==> config.mk <==
export PLATFORM = sky130hd
export DESIGN_NAME = int_wake_timer
export DESIGN_NICKNAME = d
export VERILOG_FILES = /design/src/rtl/int_pkg.sv /design/src/rtl/int_tick_gen.sv /design/src/rtl/int_wake_timer.sv
export SDC_FILE = /design/constraint.sdc
export NUM_CORES = 1
export LEC_CHECK = 0
export ABC_AREA = 1
export BUFFER_PORTS_ARGS = -buffer_cell sky130_fd_sc_hd__buf_4
export CAP_MARGIN = 20
export CORE_MARGIN = 1.5
export CORE_UTILIZATION = 58
export CTS_CLUSTER_DIAMETER = 200
export DETAILED_ROUTE_END_ITERATION = 8
export GPL_ROUTABILITY_DRIVEN = 0
export PLACE_DENSITY = 0.8
export SLEW_MARGIN = 40
export SYNTH_ARGS = -nofsm -noshare
export SYNTH_HDL_FRONTEND = slang
export SYNTH_SLANG_ARGS = --single-unit
==> constraint.sdc <==
create_clock -name clk_32k -period 2 [get_ports clk_32k]
set_input_delay 0.2 -clock clk_32k [delete_from_list [all_inputs] [get_ports clk_32k]]
set_output_delay 0.2 -clock clk_32k [all_outputs]
set_load 0.01 [all_outputs]
==> src/rtl/int_pkg.sv <==
// Shared definitions for the wake timer: FSM states, default timing constants
// and the period clamp helper.
package int_pkg;

    typedef enum logic [1:0] {
        IDLE = 2'd0,
        RUN  = 2'd1,
        HOLD = 2'd2,
        DONE = 2'd3
    } int_state_e;

    localparam int unsigned SEL_MAX      = 300;
    localparam int unsigned DIV_HI       = 6554;
    localparam int unsigned DIV_LO       = 6553;
    localparam int unsigned PHASE_NUM    = 5;
    // Phases 0..PHASE_HI_NUM-1 use the long divisor, the rest the short one.
    localparam int unsigned PHASE_HI_NUM = 3;

    function automatic logic [8:0] f_sel_eff(input logic [8:0] sel, input int unsigned sel_max);
        logic [8:0] v_res;
        if (sel == 9'd0) begin
            v_res = 9'd1;
        end else if (32'(sel) > sel_max) begin
            v_res = 9'(sel_max);
        end else begin
            v_res = sel;
        end
        return v_res;
    endfunction

endpackage

==> src/rtl/int_tick_gen.sv <==
// Fractional prescaler: three long and two short divisions per five ticks,
// so five ticks span exactly DIV_HI*3 + DIV_LO*2 cycles (one second at default).
module int_tick_gen #(
    parameter int unsigned DIV_HI = int_pkg::DIV_HI,
    parameter int unsigned DIV_LO = int_pkg::DIV_LO
) (
    input  logic clk_32k,
    input  logic rst,
    input  logic clr,
    input  logic en,
    output logic tick
);

    logic [12:0] r_cnt;
    logic [2:0]  r_phase;
    logic [12:0] w_div_m1;

    assign w_div_m1 = (r_phase < 3'(int_pkg::PHASE_HI_NUM)) ? 13'(DIV_HI - 1) : 13'(DIV_LO - 1);
    assign tick     = en && (r_cnt == w_div_m1);

    // clr outranks en so a stop or a fresh load always starts from phase 0.
    always_ff @(posedge clk_32k) begin
        if (rst || clr) begin
            r_cnt   <= 13'd0;
            r_phase <= 3'd0;
        end else if (en) begin
            if (tick) begin
                r_cnt   <= 13'd0;
                r_phase <= (r_phase == 3'(int_pkg::PHASE_NUM - 1)) ? 3'd0 : r_phase + 3'd1;
            end else begin
                r_cnt   <= r_cnt + 13'd1;
            end
        end
    end

endmodule

==> src/rtl/int_wake_timer.sv <==
// Wake-up timer counting 0.2 s ticks, single-shot or auto-reload, with a one-cycle
// expiry flag. Define INT_TIMER_FRAME_SYNC_EN to defer the flag past a measurement frame.
module int_wake_timer #(
    parameter int unsigned SEL_MAX = int_pkg::SEL_MAX,
    parameter int unsigned DIV_HI  = int_pkg::DIV_HI,
    parameter int unsigned DIV_LO  = int_pkg::DIV_LO
) (
    input  logic       clk_32k,
    input  logic       rst,
    input  logic       rg_timer_on,
    input  logic       rg_timer_mode,
    input  logic [8:0] rg_timer_sel,
    input  logic       frame_on,
    output logic       timer_flag,
    output logic       timer_busy,
    output logic [8:0] timer_remain
);

    import int_pkg::*;

    int_state_e r_state;
    logic [8:0] r_remain;
    logic       r_flag;
    logic       r_busy;
    logic       r_mode;

    logic [8:0] w_sel_eff;
    logic       w_tick;
    logic       w_en;
    logic       w_clr;
    logic       w_last;

    assign w_sel_eff = f_sel_eff(rg_timer_sel, SEL_MAX);
    assign w_last    = w_tick && (r_remain == 9'd1);
    assign w_clr     = !rg_timer_on || (r_state == IDLE);

`ifdef INT_TIMER_FRAME_SYNC_EN
    logic r_hold_auto;
    logic w_hold_to_run;

    assign w_en = rg_timer_on && ((r_state == RUN) || (r_state == HOLD));
    // A single-mode expiry merged on the release cycle must still end in DONE.
    assign w_hold_to_run = r_hold_auto && !(w_last && !r_mode);
`else
    logic w_unused_frame;

    assign w_en           = rg_timer_on && (r_state == RUN);
    assign w_unused_frame = frame_on;
`endif

    int_tick_gen #(
        .DIV_HI (DIV_HI),
        .DIV_LO (DIV_LO)
    ) u_tick_gen (
        .clk_32k (clk_32k),
        .rst     (rst),
        .clr     (w_clr),
        .en      (w_en),
        .tick    (w_tick)
    );

    always_ff @(posedge clk_32k) begin
        if (rst) begin
            r_state     <= IDLE;
            r_remain    <= 9'd0;
            r_flag      <= 1'b0;
            r_busy      <= 1'b0;
            r_mode      <= 1'b0;
`ifdef INT_TIMER_FRAME_SYNC_EN
            r_hold_auto <= 1'b0;
`endif
        end else begin
            r_flag <= 1'b0;
            if (!rg_timer_on) begin
                // Stop wins over a coincident expiry: no flag is raised.
                r_state  <= IDLE;
                r_remain <= 9'd0;
                r_busy   <= 1'b0;
            end else begin
                case (r_state)
                    IDLE: begin
                        r_remain <= w_sel_eff;
                        r_mode   <= rg_timer_mode;
                        r_state  <= RUN;
                        r_busy   <= 1'b1;
                    end
                    RUN: begin
                        if (w_last) begin
                            if (r_mode) begin
                                r_remain <= w_sel_eff;
                                r_mode   <= rg_timer_mode;
                            end else begin
                                r_remain <= 9'd0;
                            end
`ifdef INT_TIMER_FRAME_SYNC_EN
                            if (frame_on) begin
                                r_state     <= HOLD;
                                r_hold_auto <= r_mode;
                            end else
`endif
                            begin
                                r_flag <= 1'b1;
                                if (!r_mode) begin
                                    r_state <= DONE;
                                    r_busy  <= 1'b0;
                                end
                            end
                        end else if (w_tick) begin
                            r_remain <= r_remain - 9'd1;
                        end
                    end
`ifdef INT_TIMER_FRAME_SYNC_EN
                    HOLD: begin
                        // The period keeps running; further expiries merge into the pending flag.
                        if (w_last) begin
                            if (r_mode) begin
                                r_remain <= w_sel_eff;
                                r_mode   <= rg_timer_mode;
                            end else begin
                                r_remain    <= 9'd0;
                                r_hold_auto <= 1'b0;
                            end
                        end else if (w_tick && (r_remain != 9'd0)) begin
                            r_remain <= r_remain - 9'd1;
                        end
                        if (!frame_on) begin
                            r_flag <= 1'b1;
                            if (w_hold_to_run) begin
                                r_state <= RUN;
                            end else begin
                                r_state <= DONE;
                                r_busy  <= 1'b0;
                            end
                        end
                    end
`endif
                    DONE: begin
                        r_state <= DONE;
                    end
                    default: begin
                        r_state  <= IDLE;
                        r_remain <= 9'd0;
                        r_busy   <= 1'b0;
                    end
                endcase
            end
        end
    end

    assign timer_flag   = r_flag;
    assign timer_busy   = r_busy;
    assign timer_remain = r_remain;

endmodule

; ---- Word-level counts from Yosys, hierarchy flattened
; Cells that the tools add are included.
[totals]
input_bits = 14
mem_bits_rw = 0
latchBits = 0
mem_bits_ro = 0
regBits = 30
memories = 0
[op_classes]
order_cmp = 2
n_shift = 0
n_reduce_logical = 16
n_addsub = 3
n_eq_ne = 8
n_mux = 19
mul = 0
div_mod_pow = 0
bitwise_logic = 3
[ops]
columns = operator, count
row1 = 2-to-1 mux 9 bit, 5
row2 = case mux 9 bit (3 select lines), 1
row3 = adder 13 x 1 -> 13 bit (second input constant), 1
row4 = == test 13 bit, 1
row5 = 2-to-1 mux 13 bit, 1
row6 = == test 9 x 1 -> 1 bit (second input constant), 1
row7 = greater-than comparator 9 bit (second input constant), 1
row8 = logical NOT 9 bit, 1
row9 = subtractor 9 x 1 -> 9 bit (second input constant), 1
row10 = 2-to-1 mux 1 bit, 6
row11 = case mux 2 bit (3 select lines), 1
row12 = AND reduction 2 bit, 3
row13 = AND reduction 3 bit, 2
row14 = 2-to-1 mux 2 bit, 2
row15 = inequality test 2 bit (second input constant), 2
row16 = adder 3 x 1 -> 3 bit (second input constant), 1
row17 = == test 3 bit (second input constant), 1
row18 = logical AND 1 bit, 3
row19 = < comparator 3 x 2 -> 1 bit (second input constant), 1
row20 = 2-to-1 mux 3 bit, 1
row21 = inequality test 3 bit (second input constant), 1
row22 = inverter 1 bit, 3
row23 = case mux 1 bit (3 select lines), 1
row24 = OR reduction 3 bit, 1
row25 = other kinds (8), 9

; ---- Longest topological paths before layout
[depth]
depth_word = 7
mapped_depth = 11
ltp_nobuf = 11

; ---- Modules after synthesis
; A second synthesis with hierarchy kept.
[hier_totals]
hier_cells = 295
hier_area_um2 = 1916.8
[by_module_without_submodules]
columns = mod, n_inst, area_each_um2, cells_each
row1 = int_wake_timer, 1, 972.2, 155
row2 = int_tick_gen, 1, 944.7, 140

; ---- Least setup slack after synthesis
; OpenSTA, ideal clock, no wires.
[synth_timing]
path_kind = register -> register
from = reg r_remain[0] (netlist: timer_remain[0])
to = reg r_remain[6] (netlist: timer_remain[6])
arrival_ns = 1.388
stages_incl_launch_ff = 11
required_ns = 1.885
period_less_slack_ns = 1.503
slack_ns = 0.497
path_cell_list = dfxtp_1 > ha_1 > inv_1 > nor2_1 > nand4_2 > inv_1 > nand3_2 > nand3_1 > nand3_1 > nor2_1 > nor2_1
[synth_between]
elab_chain_len = 4
elab_cells_between_ends = 8
classes_between = add/sub: 1 / eq/ne: 2 / mux: 3 / reduce/logical: 2
[synth_rtl]
columns = item, line_no
row1 = start: declaration, int_wake_timer.sv:22  ; logic [8:0] r_remain;
row2 = start signal: assignment, int_wake_timer.sv:82  ; r_remain <= w_sel_eff;
row3 = start signal: assignment, int_wake_timer.sv:90  ; r_remain <= w_sel_eff;
row4 = start signal: assignment, int_wake_timer.sv:109  ; r_remain <= r_remain - 9'd1;
row5 = subtractor 9 x 1 -> 9 bit or == test 9 x 1 -> 1 bit (tied branches), "int_wake_timer.sv:109, int_wake_timer.sv:34"
row6 = 2-to-1 mux 9 bit or logical AND 1 bit (tied branches), "int_wake_timer.sv:108, int_wake_timer.sv:34"
row7 = 2-to-1 mux 9 bit or inequality test 3 bit (tied branches), n/a
row8 = case mux 9 bit (3 select lines) or AND reduction 2 bit (tied branches), n/a
; Several ways; a longest one is shown, not always the timed one. The select of a mux whose other input is x is not followed.
; A chain may end at the register's enable or synchronous reset.

; ---- Worst setup path in the final report
[layout_timing]
from = reg r_remain[0] (netlist: timer_remain[0])
to = reg r_remain[3] (netlist: timer_remain[3])
; Same word-level chain as after synthesis.

==> summary.md <==
| Metric | Value |
|---|---|
| ANT nets after route | 0 |
| Clk buf depth | 2 |
| Synth area leader | dfxtp_1 |
| CP required | 2.23 ns |
| Min cycle time layout | approximately 1.8 ns |
| CP max FO | 7 |
| Setup crit start kind | flip-flop |
| Finished Layout Cells | 400 |
| Initial DRC Count | around 140 |
| Layout net count | around 370 |
| Most frequent cells after synthesis | 72 x nand2_1, 48 x inv_1, 40 x nor2_1 |
| Post-Route Utilization | 0.6903 |
| Die Span Y | ~62 um |
| Die ar. | 3827 um^2 |
| Sequential share of the synthesized area | 0.2989 |
| Placed cells | 392 |
| Yosys reg bits | 30 |
| Via count | roughly 2100 |
| HP Class | input pin to flip-flop |
| DP Wirelength | between 3000 and 4000 um |
| Router iterations before antenna repair | 5 |
| Total gr overflow | 0 |
| TNS Setup | 0 ns |
| Worst vdd ir | 0.0004039 V |
| Max Clk Rate | roughly 560 MHz |
| Worst-Skew Late Latency | roughly 0.34 ns |
| CTS tree | yes |
| Core Footprint | ~3300 um^2 |
| PD cells | roughly 550 nW/um^2 |
| DR vias/cell | a little over 5 |
| Pleak | approximately 1.1 nW |
| Root Driver | clkbuf_4 |
| Final Cycle Share | 0.8977 |
| EDFF count, synth | 0 |
| Total GRT Usage | 0.2655 |
| Run status | complete, no violations |
| Cell Area, Synth | ~2000 um^2 |
| Inserted Clock Buffers | 5 |
| Setup Skew | 0.007546 ns |
| Multi-input gate area | ~1200 um^2 |
| Die X | just over 60 um |
| Critical Path End Type | flip-flop |
| Syn Area/Cell | about 6.2 um^2 |
| Initial Util | 0.6022 |
| Setup Viol. Count Final | 0 |
| Placed cell areas | approximately 2200 um^2 |
| Vias in the first global route | 1675 |
| Setup CP Type | flip-flop to flip-flop |
| RSZ-0062 raised after global routing | false |
| Filler cells | 312 |
| # port buffers | 23 |
| Clock sink count | 30 |
| Ratio of cells with drive above 1 in the final layout | 0.1723 |
| Synth unique cells | 34 |
| Least-Margin Pin Slew | ~0.35 ns |
| Max-slew violations | 0 |
| Final setup margin | 0.2046 ns |
| Drt drc | 0 |
| Initial antenna violation count | 0 |
| Setup WS pre-CTS | between 0.2 and 0.3 ns |
| Fin area | 2303 um^2 |
| Synthesized Nets | ~340 |
| Reg clk slew, reported paths | approximately 0.11 ns |
| Post-CTS Setup Bufs | 0 |
| Largest net degree at the start of global routing | 15 |
| Synth top area share | 0.2989 |
| Antenna Cells | 0 |
| Resized cells post-CTS | 0 |
| Routed len/inst | 11.35 um |
| Most common cell in the synthesized netlist | nand2_1 |
| Hold buffers post-CTS | 0 |
| Register area | approximately 600 um^2 |
| Routed wire length | 4540 um |
| Area delta synth->final | 14.63% |
| Cell Rows | 21 |
| H-tree levels | 2 |
| Synth area leaders | dfxtp_1 30%, nand2_1 13%, inv_1 9.0%, nor2_1 7.5%, nand3_1 5.5% |
| YS warnings | 0 |
| Top-level port count | 25 |
| Gate count of the mapped netlist | about 320 |
| Worst Path Arrival | around 2.0 ns |
| Fraction of registers with async set/reset | 0 |
| Max-Cap Viols | 0 |
| First-pass GRT wire length | about 7500 um |
| Dominant synthesized flop cell | dfxtp_1 |
| Slew margin rel. | 0.7692 |
| Hold Violations, Final | 0 |
sequential cells by signal (all words and copies together) (netlist names):
signal              flops
r_mode                  1
r_state                 2
timer_busy              1
timer_flag              1
timer_remain            9
u_tick_gen.r_cnt       13
u_tick_gen.r_phase      3
final timing paths:
check,from,to,slack (ns),cells past startpoint
setup / recovery,timer_remain[0],timer_remain[3],0.20,8
hold / removal,rst,timer_flag,0.04,2
setup reg to reg,timer_remain[0],timer_remain[3],0.20,8
hold reg to reg,r_state[1],r_state[0],0.48,1
metrics by stage:
step	hold slack, ns	total power, mW
finish	0.04494	1.269
global route	0.03620	1.339
CTS	0.04365	1.269
detailed placement	0.4054	0.8783
global placement	0.4047	0.8755
floorplan	0.2793	0.7986
power by group:
part	leakage [nW]	switching (mW)	internal (mW)
Sequential	0.244	0.0182	0.613
Clock	0.0343	0.233	0.169
Combinational	0.813	0.140	0.0965
Total	1.09	0.391	0.878
metal layers:
layer  track usage  vias up  wire length, um
met5             0        -                0
met4       0.07295        0               46
met3       0.06832        5              360
met2        0.3564       77             1815
met1        0.4137      879             2317
li1              -     1092                -
area by class of cell:
type                    count  area share
well taps                  46     0.02499
inverters                  57     0.09343
multi-input cells         234      0.5117
clock buffers               6     0.02227
flip-flops and latches     30      0.2607
repair buffers             25     0.08148
clock inverters             2    0.005432
layout by cell type (no fill, tap or decap), types with 2 or more instances in the layout:
master | synthesis | layout
nand2_1 | 72 | 72
inv_1 | 48 | 48
nor2_1 | 40 | 40
dfxtp_1 | 30 | 30
buf_4 | 0 | 25
nand3_1 | 22 | 22
a21oi_1 | 20 | 20
nor3_1 | 14 | 14
o21ai_0 | 12 | 12
o21ai_1 | 10 | 10
inv_2 | 8 | 8
nand4_1 | 7 | 7
nand2_2 | 5 | 5
nor2_2 | 5 | 5
ha_1 | 5 | 5
clkbuf_4 | 0 | 5
nand3b_1 | 3 | 3
nand3_2 | 2 | 2
nor3b_1 | 2 | 2
clkinv_2 | 1 | 2
xor2_1 | 2 | 2
worst max-delay path, cell delays in order (launching register included):
cell	delay, ns
dfxtp_1	0.41
ha_1	0.17
inv_1	0.04
nor2_1	0.13
nand4_2	0.15
nor3_4	0.36
nand2_1	0.23
nand3_1	0.14
a21oi_1	0.06
logic make-up after synthesis:
kind of cell | synth area share
flops | 0.2989
buf+inv | 0.1146
fa+ha+maj | 0.03113
xor+xnor | 0.01308
compound gates | 0.1308
simple gates | 0.4116
No activity file was read; power rests on OpenSTA's default activity.
